===== src/rtl/cpu_control_fsm.sv =====
// cpu_control_fsm
// ----------------
// Multi-cycle control unit for a small MIPS-like datapath. A Moore FSM walks
// each instruction through FETCH, DECODE, EXEC, MEM, WB and NEXTPC. Every
// output comes straight from a flop. Each output flop is loaded with the value
// that belongs to the state being entered, so a strobe is high for exactly the
// cycles spent in its state.
//
// Ports
//   clk                 sole clock, rising edge
//   rst                 asynchronous active-high reset
//   run                 level; high permits leaving IDLE / starting next fetch
//   opcode, funct       instruction[31:26] and instruction[5:0]
//   out_alu             ALU result (zero test for BEQ)
//   is_load_PC          one-cycle PC load strobe (NEXTPC)
//   is_write_reg        one-cycle register-file write strobe (WB)
//   is_write_mem        one-cycle data-memory write strobe (MEM of SW)
//   is_write_from_mem   register write data comes from memory (LW)
//   is_R_type/I/J       instruction-format selects, at most one high
//   opcode_alu          ALU op: ADD=0 SUB=1 AND=2 OR=3 SLT=4
//   control_mux_for_PC  next-PC select (PC_SEL_INC / _BR / _JMP)
//   state               current FSM state code
//   halted              FSM is in the absorbing HALT state
//   illegal             sticky flag: an illegal instruction was decoded
//   retired             retired-instruction counter (wraps)
module cpu_control_fsm #(
  parameter logic [1:0] PC_SEL_INC = 2'd0,
  parameter logic [1:0] PC_SEL_BR  = 2'd1,
  parameter logic [1:0] PC_SEL_JMP = 2'd2
) (
  input  logic        clk,
  input  logic        rst,
  input  logic        run,
  input  logic [5:0]  opcode,
  input  logic [5:0]  funct,
  input  logic [31:0] out_alu,
  output logic        is_load_PC,
  output logic        is_write_reg,
  output logic        is_write_mem,
  output logic        is_write_from_mem,
  output logic        is_R_type,
  output logic        is_I_type,
  output logic        is_J_type,
  output logic [5:0]  opcode_alu,
  output logic [1:0]  control_mux_for_PC,
  output logic [2:0]  state,
  output logic        halted,
  output logic        illegal,
  output logic [31:0] retired
);

  typedef enum logic [2:0] {
    S_IDLE   = 3'd0,
    S_FETCH  = 3'd1,
    S_DECODE = 3'd2,
    S_EXEC   = 3'd3,
    S_MEM    = 3'd4,
    S_WB     = 3'd5,
    S_NEXTPC = 3'd6,
    S_HALT   = 3'd7
  } state_t;

  // Decoded instruction class; latched at DECODE so later states do not
  // depend on the instruction bus staying stable.
  typedef enum logic [3:0] {
    I_ILL, I_ADD, I_SUB, I_AND, I_OR, I_SLT,
    I_ADDI, I_ANDI, I_ORI, I_LW, I_SW, I_BEQ, I_J, I_HALT
  } instr_t;

  localparam logic [5:0] ALU_ADD = 6'd0;
  localparam logic [5:0] ALU_SUB = 6'd1;
  localparam logic [5:0] ALU_AND = 6'd2;
  localparam logic [5:0] ALU_OR  = 6'd3;
  localparam logic [5:0] ALU_SLT = 6'd4;

  function automatic instr_t decode(input logic [5:0] op, input logic [5:0] fn);
    instr_t d;
    d = I_ILL;
    case (op)
      6'b000000: begin
        case (fn)
          6'b100000: d = I_ADD;
          6'b100010: d = I_SUB;
          6'b100100: d = I_AND;
          6'b100101: d = I_OR;
          6'b101010: d = I_SLT;
          default:   d = I_ILL;
        endcase
      end
      6'b001000: d = I_ADDI;
      6'b001100: d = I_ANDI;
      6'b001101: d = I_ORI;
      6'b100011: d = I_LW;
      6'b101011: d = I_SW;
      6'b000100: d = I_BEQ;
      6'b000010: d = I_J;
      6'b111111: d = I_HALT;
      default:   d = I_ILL;
    endcase
    return d;
  endfunction

  state_t      state_reg, state_next;
  instr_t      instr_reg, instr_next;
  instr_t      dec_instr;
  logic        taken_reg, taken_next;
  logic        illegal_reg, illegal_next;
  logic [31:0] retired_reg, retired_next;
  logic [2:0]  type_reg, type_next;          // {R, I, J}
  logic [5:0]  alu_reg, alu_next;
  logic        wfm_reg, wfm_next;
  logic        load_pc_reg, load_pc_next;
  logic        write_reg_reg, write_reg_next;
  logic        write_mem_reg, write_mem_next;
  logic [1:0]  sel_reg, sel_next;
  logic        halted_reg, halted_next;

  assign dec_instr = decode(opcode, funct);

  always_comb begin
    state_next   = state_reg;
    instr_next   = instr_reg;
    taken_next   = taken_reg;
    illegal_next = illegal_reg;
    retired_next = retired_reg;
    type_next    = type_reg;
    alu_next     = alu_reg;
    wfm_next     = wfm_reg;

    case (state_reg)
      S_IDLE:   if (run) state_next = S_FETCH;
      S_FETCH:  state_next = S_DECODE;
      S_DECODE: begin
        instr_next = dec_instr;
        taken_next = 1'b0;
        type_next  = 3'b000;
        alu_next   = ALU_ADD;
        case (dec_instr)
          I_HALT: state_next = S_HALT;
          I_J: begin
            state_next = S_NEXTPC;
            type_next  = 3'b001;
          end
          I_ILL: begin
            state_next   = S_NEXTPC;
            illegal_next = 1'b1;
          end
          default: state_next = S_EXEC;
        endcase
        case (dec_instr)
          I_ADD, I_SUB, I_AND, I_OR, I_SLT, I_BEQ: type_next = 3'b100;
          I_ADDI, I_ANDI, I_ORI, I_LW, I_SW:       type_next = 3'b010;
          default: ;
        endcase
        case (dec_instr)
          I_SUB, I_BEQ:  alu_next = ALU_SUB;
          I_AND, I_ANDI: alu_next = ALU_AND;
          I_OR, I_ORI:   alu_next = ALU_OR;
          I_SLT:         alu_next = ALU_SLT;
          default:       alu_next = ALU_ADD;
        endcase
      end
      S_EXEC: begin
        case (instr_reg)
          I_LW: begin
            state_next = S_MEM;
            wfm_next   = 1'b1;
          end
          I_SW:  state_next = S_MEM;
          I_BEQ: begin
            state_next = S_NEXTPC;
            taken_next = (out_alu == 32'd0);
          end
          default: state_next = S_WB;
        endcase
      end
      S_MEM:    state_next = (instr_reg == I_LW) ? S_WB : S_NEXTPC;
      S_WB:     state_next = S_NEXTPC;
      S_NEXTPC: begin
        state_next   = run ? S_FETCH : S_IDLE;
        retired_next = retired_reg + 32'd1;
        type_next    = 3'b000;
        alu_next     = ALU_ADD;
        wfm_next     = 1'b0;
      end
      S_HALT:   state_next = S_HALT;
      default:  state_next = S_IDLE;
    endcase

    // Strobes are registered copies of "the state being entered".
    load_pc_next   = (state_next == S_NEXTPC);
    write_reg_next = (state_next == S_WB);
    write_mem_next = (state_next == S_MEM) && (instr_next == I_SW);
    halted_next    = (state_next == S_HALT);
    sel_next       = PC_SEL_INC;
    if (state_next == S_NEXTPC) begin
      if (instr_next == I_J)
        sel_next = PC_SEL_JMP;
      else if (instr_next == I_BEQ && taken_next)
        sel_next = PC_SEL_BR;
    end
  end

  always_ff @(posedge clk or posedge rst) begin
    if (rst) begin
      state_reg     <= S_IDLE;
      instr_reg     <= I_ILL;
      taken_reg     <= 1'b0;
      illegal_reg   <= 1'b0;
      retired_reg   <= 32'd0;
      type_reg      <= 3'b000;
      alu_reg       <= ALU_ADD;
      wfm_reg       <= 1'b0;
      load_pc_reg   <= 1'b0;
      write_reg_reg <= 1'b0;
      write_mem_reg <= 1'b0;
      sel_reg       <= PC_SEL_INC;
      halted_reg    <= 1'b0;
    end else begin
      state_reg     <= state_next;
      instr_reg     <= instr_next;
      taken_reg     <= taken_next;
      illegal_reg   <= illegal_next;
      retired_reg   <= retired_next;
      type_reg      <= type_next;
      alu_reg       <= alu_next;
      wfm_reg       <= wfm_next;
      load_pc_reg   <= load_pc_next;
      write_reg_reg <= write_reg_next;
      write_mem_reg <= write_mem_next;
      sel_reg       <= sel_next;
      halted_reg    <= halted_next;
    end
  end

  assign state              = state_reg;
  assign is_load_PC         = load_pc_reg;
  assign is_write_reg       = write_reg_reg;
  assign is_write_mem       = write_mem_reg;
  assign is_write_from_mem  = wfm_reg;
  assign is_R_type          = type_reg[2];
  assign is_I_type          = type_reg[1];
  assign is_J_type          = type_reg[0];
  assign opcode_alu         = alu_reg;
  assign control_mux_for_PC = sel_reg;
  assign halted             = halted_reg;
  assign illegal            = illegal_reg;
  assign retired            = retired_reg;

endmodule


===== config.mk =====
export PLATFORM = sky130hd
export DESIGN_NAME = cpu_control_fsm
export DESIGN_NICKNAME = d
export VERILOG_FILES = /design/src/rtl/cpu_control_fsm.sv
export SDC_FILE = /design/constraint.sdc
export NUM_CORES = 1
export LEC_CHECK = 0
export BUFFER_PORTS_ARGS = -buffer_cell sky130_fd_sc_hd__buf_2
export CAP_MARGIN = 20
export CORE_MARGIN = 4
export CORE_UTILIZATION = 57
export CTS_BUF_LIST = sky130_fd_sc_hd__clkbuf_4 sky130_fd_sc_hd__clkbuf_8
export CTS_CLUSTER_SIZE = 16
export DETAILED_ROUTE_END_ITERATION = 16
export GPL_TIMING_DRIVEN = 0
export PLACE_DENSITY_LB_ADDON = 0.12
export REMOVE_ABC_BUFFERS = 1
export SYNTH_ARGS = -nofsm -noshare
export SYNTH_HDL_FRONTEND = slang
export SYNTH_SLANG_ARGS = --single-unit

===== constraint.sdc =====
create_clock -name clk -period 4.2 [get_ports clk]
set_input_delay 0 -clock clk [delete_from_list [all_inputs] [get_ports clk]]
set_output_delay 0 -clock clk [all_outputs]
set_load 0.005 [all_outputs]

* Word level (Yosys, flattened, before mapping)
Index checks and enable logic that the tools add are counted.
** Storage, ports and cells
- Register bits after elaboration :: 57
- Input port bits :: 47
- Output and inout bits :: 52
- Word-level logic and storage cells :: 96
** Cells by class
- Add/subtract/negate cells :: 1
- Eq/ne operators :: 44
- Multiplexer cells :: 21
- Reduce and logical (&&, ||, !) cells :: 17
** Operators by type and width (number)
- 4-bit == test (second input constant) :: 12
- 6-bit == test (second input constant) :: 8
- 4-bit case mux with 9 select lines :: 1
- 32-bit by 1-bit adder with 32-bit output (second input constant) :: 1
- 32-bit logical NOT :: 1
- 3-bit == test (second input constant) :: 8
- 3-bit case mux with 8 select lines :: 1
- 6-bit by 4-bit == test with 1-bit output (second input constant) :: 3
- 3-bit case mux with 2 select lines :: 3
- 4-bit by 3-bit == test with 1-bit output (second input constant) :: 4
- 3-bit case mux with 5 select lines :: 1
- 3-bit case mux with 4 select lines :: 1
- 6-bit case mux with 2 select lines :: 1
- 2-bit OR reduction :: 5
- 4-bit by 2-bit == test with 1-bit output (second input constant) :: 2
- 3-bit by 2-bit == test with 1-bit output (second input constant) :: 2
- 6-bit by 2-bit == test with 1-bit output (second input constant) :: 1
- 6-bit by 3-bit == test with 1-bit output (second input constant) :: 1
- 6-bit logical NOT :: 1
- 2-bit 2-to-1 mux :: 3
- 6-bit OR reduction :: 1
- 1-bit 2-to-1 mux :: 5
- 5-bit OR reduction :: 1
- 4-bit by 1-bit == test with 1-bit output (second input constant) :: 1
- 11 further kinds :: 15

* Logic depth before layout (Yosys ltp)
Gate-level depths: netlist (run 1).
- Depth after elaboration :: 9
- Gate-level depth with buffers :: 8
- Mapped depth without buffers :: 7

* Worst setup path after synthesis (run 1)
No wires, ideal clock.
- Path type :: register to register
- Start :: register state_reg[2], in the netlist state[2]
- End :: register retired_reg[27], in the netlist retired[27]
- Setup time :: 0.079 ns
- Data arrival time :: 1.803 ns
- Required time :: 4.121 ns
- Setup slack :: 2.318 ns
- Cell stages (with the launch flop) :: 9
- Buffers on the path :: 2
- Period minus slack after synthesis :: 1.882 ns
- Cell sequence :: dfrtp_1 > buf_4 > nand3b_4 > nor4_2 > and3_1 > buf_4 > nand4_4 > nor4_2 > xor2_1
** Between the ends
- Longest elaborated chain between the ends :: 1
** RTL lines
- start, declared :: line 103 : state_t state_reg, state_next;
- start signal, assigned :: line 220 : state_reg <= state_next;
- 3-bit == test :: line 130 : case (state_reg)
- end signal, assigned :: line 224 : retired_reg <= retired_next;
- end, declared :: line 108 : logic [31:0] retired_reg, retired_next;
No other way between the ends.
A chain may end at the register's enable or synchronous reset.

* Worst setup path after layout (run 1)
- Start :: register state_reg[1], in the netlist state[1]
- End :: register taken_reg
** Between the ends
- Longest elaborated chain between the ends :: 2
- Elaborated cells between the ends (all ways) :: 3
- Those cells by class :: eq/ne: 2; mux: 1
** RTL lines
- 3-bit by 2-bit == test with 1-bit output :: line 130
- 1-bit case mux with 2 select lines (*) :: line 130
- via taken_next :: line 106 : logic taken_reg, taken_next;
- end signal, assigned :: line 222 : taken_reg <= taken_next;
- end, declared :: line 106
Mark *: on every way through the listed nets, which the timed path passes. The rest lies on a longest branch.

==> results of run 1 <==
## kinds of logic after synthesis
logic type	after synthesis	share of synthesized area
AO/OA/AOI/OAI	43	0.114
XOR/XNOR	35	0.104
buffers and inverters	27	0.0521
other	1	0.00119
multiplexers	5	0.0171
adder cells (fa/ha/maj)	1	0.00398
AND/OR/NAND/NOR	142	0.278
flip-flops	54	0.430
## cell usage after synthesis, drive strengths merged, types with 2 or more instances
| cell type | n |
|---|---|
| a21oi | 7 |
| a31oi | 2 |
| a32oi | 2 |
| and3 | 10 |
| and3b | 2 |
| and4b | 2 |
| buf | 16 |
| clkbuf | 2 |
| dfrtp | 54 |
| inv | 9 |
| mux2 | 3 |
| mux2i | 2 |
| nand2 | 30 |
| nand2b | 3 |
| nand3 | 13 |
| nand3b | 2 |
| nand4 | 8 |
| nand4b | 2 |
| nor2 | 27 |
| nor2b | 3 |
| nor3 | 12 |
| nor3b | 3 |
| nor4 | 12 |
| nor4b | 6 |
| o211ai | 3 |
| o21ai | 14 |
| o41ai | 2 |
| or2 | 2 |
| xnor2 | 23 |
| xor2 | 12 |
## cells in the final DEF (no fill, tap or decap), types with 3 or more instances in the layout
master         synthesis  routed
and3_1                 8       8
nand3_1               13      13
buf_2                  5      95
nor2b_1                3       3
nand4_1                5       5
nor4b_1                4       4
nor3_1                11      11
a21oi_1                7       7
inv_1                  9       8
dlygate4sd3_1          0       6
nor2_1                24      24
xnor2_1               23      23
nand2_1               29      29
mux2_2                 3       3
nor4_1                 9       9
clkbuf_8               0       6
nor4_2                 3       3
nor2_2                 3       3
o21ai_0               12      12
dfrtp_1               54      54
xor2_1                11      11
nand2b_1               3       3
conb_1                 1       3
## layout make-up
class,count,area (um2),area share
Clock buffer,6,82.6,0.0219
Clock inverter,2,17.5,0.00465
Inverter,9,33.8,0.00898
Multi-Input combinational cell,229,1640,0.435
Sequential cell,54,1350,0.359
Tap cell,70,87.6,0.0233
Timing Repair Buffer,102,556,0.148
## metal layers
metal / up-vias / routed length [um]
li1: 1277 / -
met1: 1216 / 2940
met2: 86 / 3390
met3: 7 / 458
met4: 0 / 57
met5: - / 0
## worst max-delay path, delay by kind of cell, from the launching register on
| family | cells | cell delay, ps |
|---|---|---|
| compound gates | 1 | 390 |
| simple gates | 3 | 510 |
| buf+inv | 2 | 1150 |
| flops | 1 | 630 |
## through the flow
stage	std cells	power [mW]	util	cell area, um2
floorplan	292	1.07	-	3020
global placement	457	1.24	0.684	3580
detailed placement	458	1.26	0.688	3600
CTS	472	1.57	0.719	3760
global route	472	1.67	0.719	3760
finish	472	1.56	0.719	3760
## power groups by stage
stage | clock network (mW) | logic [mW] | registers [mW]
2_1_floorplan | 0 | 0.353 | 0.715
3_3_place_gp | 0 | 0.516 | 0.728
3_5_place_dp | 0 | 0.527 | 0.734
4_1_cts | 0.317 | 0.533 | 0.724
5_1_grt | 0.343 | 0.587 | 0.740
6_report | 0.310 | 0.529 | 0.724
## how the worst min path moves through the flow
stage | startpoint | end | slack [ps] | cells past startpoint
2_1_floorplan | opcode[4] | type_reg[1] | 100 | 1
3_3_place_gp | out_alu[15] | taken_reg | 310 | 4
3_5_place_dp | rst | retired[17] | -20 | 2
4_1_cts | opcode[1] | type_reg[0] | 50 | 3
5_1_grt | opcode[1] | type_reg[0] | 70 | 3
6_report | opcode[1] | type_reg[0] | 50 | 3
==> run_results.csv, run 1 <==
group,metric,value,unit
status,status,"finished clean",
synth,synth_top_area_share,0.430,
routing,ant_nets,0,
power_and_ir_drop,leakagePower,1.83,nW
routing,drt-vias-per-instance,5.48,
sta,fin_crit_sh,0.654,
synth,synth_cell_type_count,73,
min_path,hp-class,"in -> reg",
sta,whs,52.6,ps
global_routing,grt.total_usage,0.215,
sta,fin_crit,2750,ps
power_and_ir_drop,pwr-share-clk,0.198,
global_routing,gr-usage-met2,0.355,
clock_network,cts.clk_slew.worst_paths,90,ps
sta,worst_pin_slew,534,ps
critical_path,end_kind,"flip-flop",
critical_path,r2r-end,"taken_reg",
floorplan,rows,26,
clock_network,cts_max_level,2,
power_and_ir_drop,p_sw,0.581,mW
global_routing,use_met3,0.0401,
critical_path,required,4450,ps
critical_path,critPathMaxStageDelay,630,ps
run,drv_cap,0,
critical_path,r2r_setup_slack,1450,ps
critical_path,path_max_fanout,12,
power_and_ir_drop,p_int,0.983,mW
synth,synth_top_area_cell,"dfrtp_1",
global_routing,grt_pass1_wl,11400,um
global_routing,use_met1,0.287,
routing,drc,0,
placed_design,dpl_worst_slack,1900,ps
power_and_ir_drop,power_frac_comb,0.339,
critical_path,path_cells,"nand2b_1 -> nor3_1 -> nand2_1 -> dlygate4sd3_1 -> o41ai_1 -> dlygate4sd3_1",
clock_network,cts_buffer_depth,2,
sta,slew_viol_final,0,
critical_path,startpoint_type,"flip-flop",
routing,wirelength,6850,um
routing,first_pass_iters,4,
sta,tns,0,ps
synth,ys_ff_latch,54,
global_routing,top_usage_layer,"met2",
cells_and_area,antenna_cells,0,
critical_path,startpoint,"state[1]",
clock_network,worstSkewPairLatency,310,ps
floorplan,dieArea,6770,um2
floorplan,core,5240,um2
sta,rsz0062_at_grt,"false",
critical_path,cp.arrival,2990,ps
synth,synthTopCellsByArea,"dfrtp_1 (43%), xnor2_1 (6.4%), nand2_1 (3.5%)",
cells_and_area,drive_above_1_share,0.346,
synth,synthCells,308,
clock_network,cts_setup_buffers,0,
cells_and_area,largest_reg_flops,32,
sta,fmaxAchievable,364,MHz
cells_and_area,area.growth.synth_to_final,19.7,%
synth,seq_area_frac_synth,0.430,
global_routing,grt_max_degree,41,
synth,synth_edf_count,0,
clock_network,cts_resized,0,
cells_and_area,fill_cells,421,
sta,fin_worst_skew,12.2,ps
critical_path,r2r_cells,6,
placed_design,place_congestion,0.829,
sta,finalWorstSetupSlack,1450,ps
cells_and_area,nets,449,
critical_path,worstSetupPathType,"reg -> reg",
clock_network,root_buffer,"clkbuf_8",
global_routing,grt.overflow.total,0,
synth,avgSynthCellArea,10.2,um2
sta,slew_headroom,0.644,
clock_network,hold_buffers,6,
synth,async_flop_share,1.00,
floorplan,design.portCount,99,
floorplan,start_util,0.600,
clock_network,cts_buffers,5,
power_and_ir_drop,power_density,416,nW/um2
global_routing,antenna_found_initial,0,
critical_path,rr_startpoint,"state[1]",
power_and_ir_drop,swShare,0.372,
clock_network,cts.sinks,54,
placed_design,port_buffers,95,
critical_path,cp_slowest_cell,"dfrtp_1",
routing,avgRoutedWirePerCell,14.5,um
critical_path,cp_common_cell,"dlygate4sd3_1",
global_routing,first_global_vias,2553,
synth,synth_ff_type,"dfrtp_1",
floorplan,chipHeight,82.3,um
clock_network,cts_tree,"yes",
floorplan,die_w,82.3,um
power_and_ir_drop,vdd_ir_drop_max,310,uV
synth,syn-cell-area,3140,um2
routing,dr_total_vias,2586,
synth,ys_warn_count,0,
sta,setup-violations-final,0,
routing,drtIter0Drc,87,
critical_path,endpoint,"taken_reg",
power_and_ir_drop,seqPwrFrac,0.463,
placed_design,dpl.hpwl,5200,um
sta,hold_violations,0,
(Power assumes the default switching activity.)
==> run 2, diff against run 1 <==
CORE_UTILIZATION = 53   (was 57)
clock period = 2.59 ns   (was 4.2 ns; I/O delays follow)
==> run_results.csv, run 2 (same netlist as run 1, synthesis figures left out) <==
group,metric,value,unit
status,status,"finished clean",
placed_design,dpl.hpwl,5200,um
min_path,hp-class,"in -> reg",
run,drv_cap,0,
power_and_ir_drop,power_density,694,nW/um2
placed_design,port_buffers,95,
clock_network,cts_buffers,5,
critical_path,path_max_fanout,14,
global_routing,grt.total_usage,0.187,
cells_and_area,nets,445,
sta,slew_viol_final,0,
cells_and_area,drive_above_1_share,0.349,
routing,drtIter0Drc,130,
clock_network,cts.clk_slew.worst_paths,90,ps
floorplan,dieArea,7230,um2
global_routing,grt.overflow.total,0,
clock_network,cts_max_level,2,
floorplan,rows,27,
routing,wirelength,6780,um
power_and_ir_drop,p_sw,0.925,mW
routing,first_pass_iters,4,
cells_and_area,fill_cells,464,
routing,dr_total_vias,2588,
global_routing,use_met1,0.263,
sta,setup-violations-final,0,
clock_network,cts_tree,"yes",
routing,ant_nets,0,
global_routing,gr-usage-met2,0.302,
sta,fin_crit,2350,ps
critical_path,cp.arrival,2570,ps
sta,slew_headroom,0.662,
floorplan,die_w,85.0,um
clock_network,root_buffer,"clkbuf_8",
critical_path,required,2810,ps
power_and_ir_drop,pwr-share-clk,0.218,
sta,fmaxAchievable,426,MHz
power_and_ir_drop,p_int,1.67,mW
critical_path,end_kind,"flip-flop",
floorplan,design.portCount,99,
critical_path,startpoint_type,"flip-flop",
power_and_ir_drop,seqPwrFrac,0.451,
global_routing,grt_pass1_wl,11200,um
sta,tns,0,ps
routing,avgRoutedWirePerCell,14.4,um
power_and_ir_drop,leakagePower,1.81,nW
sta,hold_violations,0,
cells_and_area,final_cell_mix,"buf_2 (95), dfrtp_1 (54), nand2_1 (29)",
floorplan,chipHeight,85.0,um
clock_network,cts_buffer_depth,2,
global_routing,first_global_vias,2376,
critical_path,worstSetupPathType,"reg -> reg",
cells_and_area,largest_reg_flops,32,
sta,fin_worst_skew,7.52,ps
floorplan,core,5640,um2
cells_and_area,antenna_cells,0,
cells_and_area,area.growth.synth_to_final,19.0,%
sta,worst_pin_slew,500,ps
routing,drc,0,
sta,rsz0062_at_grt,"false",
global_routing,use_met3,0.0340,
sta,finalWorstSetupSlack,245,ps
sta,fin_crit_sh,0.905,
power_and_ir_drop,power,2.60,mW
placed_design,dpl_worst_slack,299,ps
placed_design,place_congestion,0.833,
power_and_ir_drop,power_frac_comb,0.331,
routing,drt-vias-per-instance,5.51,
clock_network,worstSkewPairLatency,300,ps
global_routing,grt_max_degree,40,
global_routing,top_usage_layer,"met2",
clock_network,cts.sinks,54,
power_and_ir_drop,vdd_ir_drop_max,370,uV
floorplan,start_util,0.557,
cells_and_area,layout_commonest_cell,"buf_2",
cells_and_area,fin_util,0.663,
global_routing,antenna_found_initial,0,
power_and_ir_drop,swShare,0.356,
clock_network,cts_setup_buffers,0,
[run 2: cell count changes in the layout (fill, tap and decap cells not counted), sizes merged]
cell	delta
clkinv	-2
clkinvlp	+1
bufinv	+1
dlygate4sd3	-4
[run 2: final timing paths]
check,start,end,slack [ps],cells after the start
max reg2reg,state[0],retired[27],240,6
max in group asynchronous,rst,illegal,1850,4
min reg2reg,type_reg[1],type_reg[1],480,2
min,out_alu[29],taken_reg,4,4
max,state[0],retired[27],240,6
min in group asynchronous,rst,retired[31],220,3
[run 2: worst max-delay path, stage by stage, from the launching register on]
cell and delay [ps]:
dfrtp_1 550, nand3b_4 270, nor4_2 410, and3_1 380
nand4_4 180, nor4_2 300, xor2_1 170
[run 2: final cells by class]
| type | instances | area, um2 | share of cell area |
|---|---|---|---|
| multi-input cells | 229 | 1640 | 0.437 |
| flip-flops and latches | 54 | 1350 | 0.361 |
| repair buffers | 98 | 515 | 0.138 |
| well taps | 72 | 90.1 | 0.0241 |
| clock buffers | 6 | 76.3 | 0.0204 |
| clock inverters | 2 | 37.5 | 0.0100 |
| inverters | 9 | 33.8 | 0.00903 |
[run 2: per-stage QoR]
stage                     hold slack (ps)  instance area (um2)  instances
final                                4.23                 3740        470
after global routing                 21.8                 3740        470
after CTS                            9.93                 3740        470
after detailed placement            -7.30                 3610        460
after global placement                314                 3590        459
after floorplan                      97.1                 3020        292
[run 2: routing by layer]
layer | share of wire | routed length (um)
met5 | 0 | 0
met4 | 0.0034 | 23
met3 | 0.073 | 492
met2 | 0.47 | 3180
met1 | 0.45 | 3080
[run 2: power by group through the flow]
stage                     clock network [mW]  registers [mW]  logic [mW]
final                                  0.566            1.17       0.860
after global routing                   0.627            1.20       0.956
after CTS                              0.581            1.17       0.865
after detailed placement                   0            1.18       0.858
after global placement                     0            1.18       0.834
after floorplan                            0            1.16       0.573
[run 2: timing repair]
item	CTS	global route
endpoints found under the hold margin	16	0
gates resized for setup	0	0
hold buffers	2	0
==> run 3, diff against run 2 <==
PLACE_DENSITY = 0.83   (was not set)
PLACE_DENSITY_LB_ADDON = not set   (was 0.12)
SETUP_SLACK_MARGIN = 0.4   (was not set)
==> run_results.csv, run 3 (same netlist as run 1, synthesis figures left out) <==
group,metric,value,unit
cells_and_area,drive_above_1_share,0.364,
min_path,hold_start,"out_alu[29]",
critical_path,required,2820,ps
routing,drc,0,
global_routing,first_global_vias,2650,
power_and_ir_drop,p_sw,0.948,mW
sta,worst_pin_slew,540,ps
floorplan,rows,27,
floorplan,die_w,85.0,um
cells_and_area,antenna_cells,0,
routing,avgRoutedWirePerCell,14.9,um
sta,tns,0,ps
sta,hold_violations,1,
global_routing,antenna_found_initial,0,
clock_network,cts_setup_buffers,0,
clock_network,cts_buffer_depth,2,
power_and_ir_drop,vdd_ir_drop_max,445,uV
clock_network,cts_buffers,5,
routing,first_pass_iters,4,
cells_and_area,largest_reg_flops,32,
sta,rsz0062_at_grt,"true",
sta,slew_viol_final,0,
power_and_ir_drop,p_int,1.60,mW
cells_and_area,multiInputGateArea,1650,um2
critical_path,worstSetupPathType,"reg -> reg",
cells_and_area,nets,445,
routing,wirelength,6990,um
clock_network,root_buffer,"clkbuf_8",
critical_path,r2r-end,"retired[27]",
run,drv_cap,0,
routing,ant_nets,0,
sta,slew_headroom,0.640,
cells_and_area,fill_cells,454,
power_and_ir_drop,power_frac_comb,0.340,
critical_path,path_max_fanout,14,
critical_path,cp.arrival,2350,ps
power_and_ir_drop,power,2.55,mW
routing,drt-vias-per-instance,5.57,
power_and_ir_drop,pwr-share-clk,0.197,
status,violations,"hold timing",
min_path,hp-class,"in -> reg",
sta,fmaxAchievable,473,MHz
critical_path,r2r_cells,6,
floorplan,dieArea,7230,um2
global_routing,grt.total_usage,0.200,
power_and_ir_drop,seqPwrFrac,0.463,
sta,setup-violations-final,0,
min_path,min_to,"taken_reg",
floorplan,chipHeight,85.0,um
placed_design,place_congestion,0.854,
critical_path,end_kind,"flip-flop",
clock_network,cts_tree,"yes",
floorplan,design.portCount,99,
routing,dr_total_vias,2617,
clock_network,cts_max_level,2,
placed_design,port_buffers,95,
min_path,whs_path_depth,4,
cells_and_area,seq_area,1360,um2
critical_path,r2r_setup_slack,470,ps
routing,drtIter0Drc,121,
clock_network,cts.sinks,54,
global_routing,grt_max_degree,45,
global_routing,grt_pass1_wl,12100,um
placed_design,dpl_worst_slack,310,ps
sta,fin_crit_sh,0.817,
floorplan,core,5640,um2
sta,whs,-3.42,ps
sta,finalWorstSetupSlack,474,ps
power_and_ir_drop,swShare,0.372,
status,status,"finished with violations",
sta,fin_crit,2120,ps
cells_and_area,layout_commonest_cell,"buf_2",
clock_network,cts.clk_slew.worst_paths,100,ps
clock_network,worstSkewPairLatency,300,ps
power_and_ir_drop,leakagePower,1.81,nW
sta,fin_worst_skew,8.20,ps
placed_design,dpl.hpwl,5370,um
power_and_ir_drop,power_density,680,nW/um2
cells_and_area,area.growth.synth_to_final,19.1,%
critical_path,rr_startpoint,"state[0]",
cells_and_area,final_cell_mix,"buf_2 (95), dfrtp_1 (51), nand2_1 (29)",
floorplan,start_util,0.557,
critical_path,startpoint_type,"flip-flop",
global_routing,grt.overflow.total,0,
## run 3: cell count changes in the layout (fill, tap and decap cells not counted), sizes merged
cell,previous run,this run
bufinv,1,0
inv,9,10
## run 3: worst max path at each step
stage / cells past startpoint / start / slack [ps] / end
after floorplan: 6 / state[0] / 570 / retired[27]
after global placement: 6 / state[0] / 320 / retired[27]
after detailed placement: 6 / state[0] / 310 / retired[27]
after CTS: 6 / state[0] / 420 / retired[27]
after global routing: 6 / state[0] / 350 / retired[27]
final: 6 / state[0] / 470 / retired[27]
## run 3: stage by stage
step	cells	area [um2]	util
after floorplan	292	3020	-
after global placement	459	3590	0.636
after detailed placement	460	3610	0.639
after CTS	470	3730	0.661
after global routing	470	3740	0.663
final	470	3740	0.663
## run 3: metal layers
metal  global-route usage  up-vias  wire length (um)
li1                     -     1271                 -
met1                0.252     1242              2920
met2                0.354       95              3570
met3               0.0388        9               425
met4               0.0432        0                82
met5                    0        -                 0
## run 3: final cells by class
cell class                 instances  area share
sequential                        54       0.362
inverter                           9     0.00903
clock buffer                       6      0.0221
clock inverter                     2     0.00435
timing repair buffer              98       0.138
tap                               72      0.0241
multi-input combinational        229       0.441
## run 3: power by group through the flow
stage                     sequential [mW]  clock [mW]  combinational [mW]
after floorplan                      1.16           0               0.573
after global placement               1.18           0               0.831
after detailed placement             1.19           0               0.865
after CTS                            1.18       0.510               0.872
after global routing                 1.20       0.550               0.974
final                                1.18       0.501               0.867
## run 3: what timing repair did
item | 4_1_cts | 5_1_grt
hold buffers | 2 | 0
gates resized for setup | 4 | 3
pin swaps | 0 | 1
setup endpoints to repair | 4 | 6
endpoints found under the hold margin | 55 | 0
## run 3: worst max-delay path, cell delays in order, from the launching register on
cell      delay, ps
dfrtp_2         510
nand3b_4        220
nor4_2          390
and3_4          300
nand4_4         160
nor4_2          310
xor2_1          170
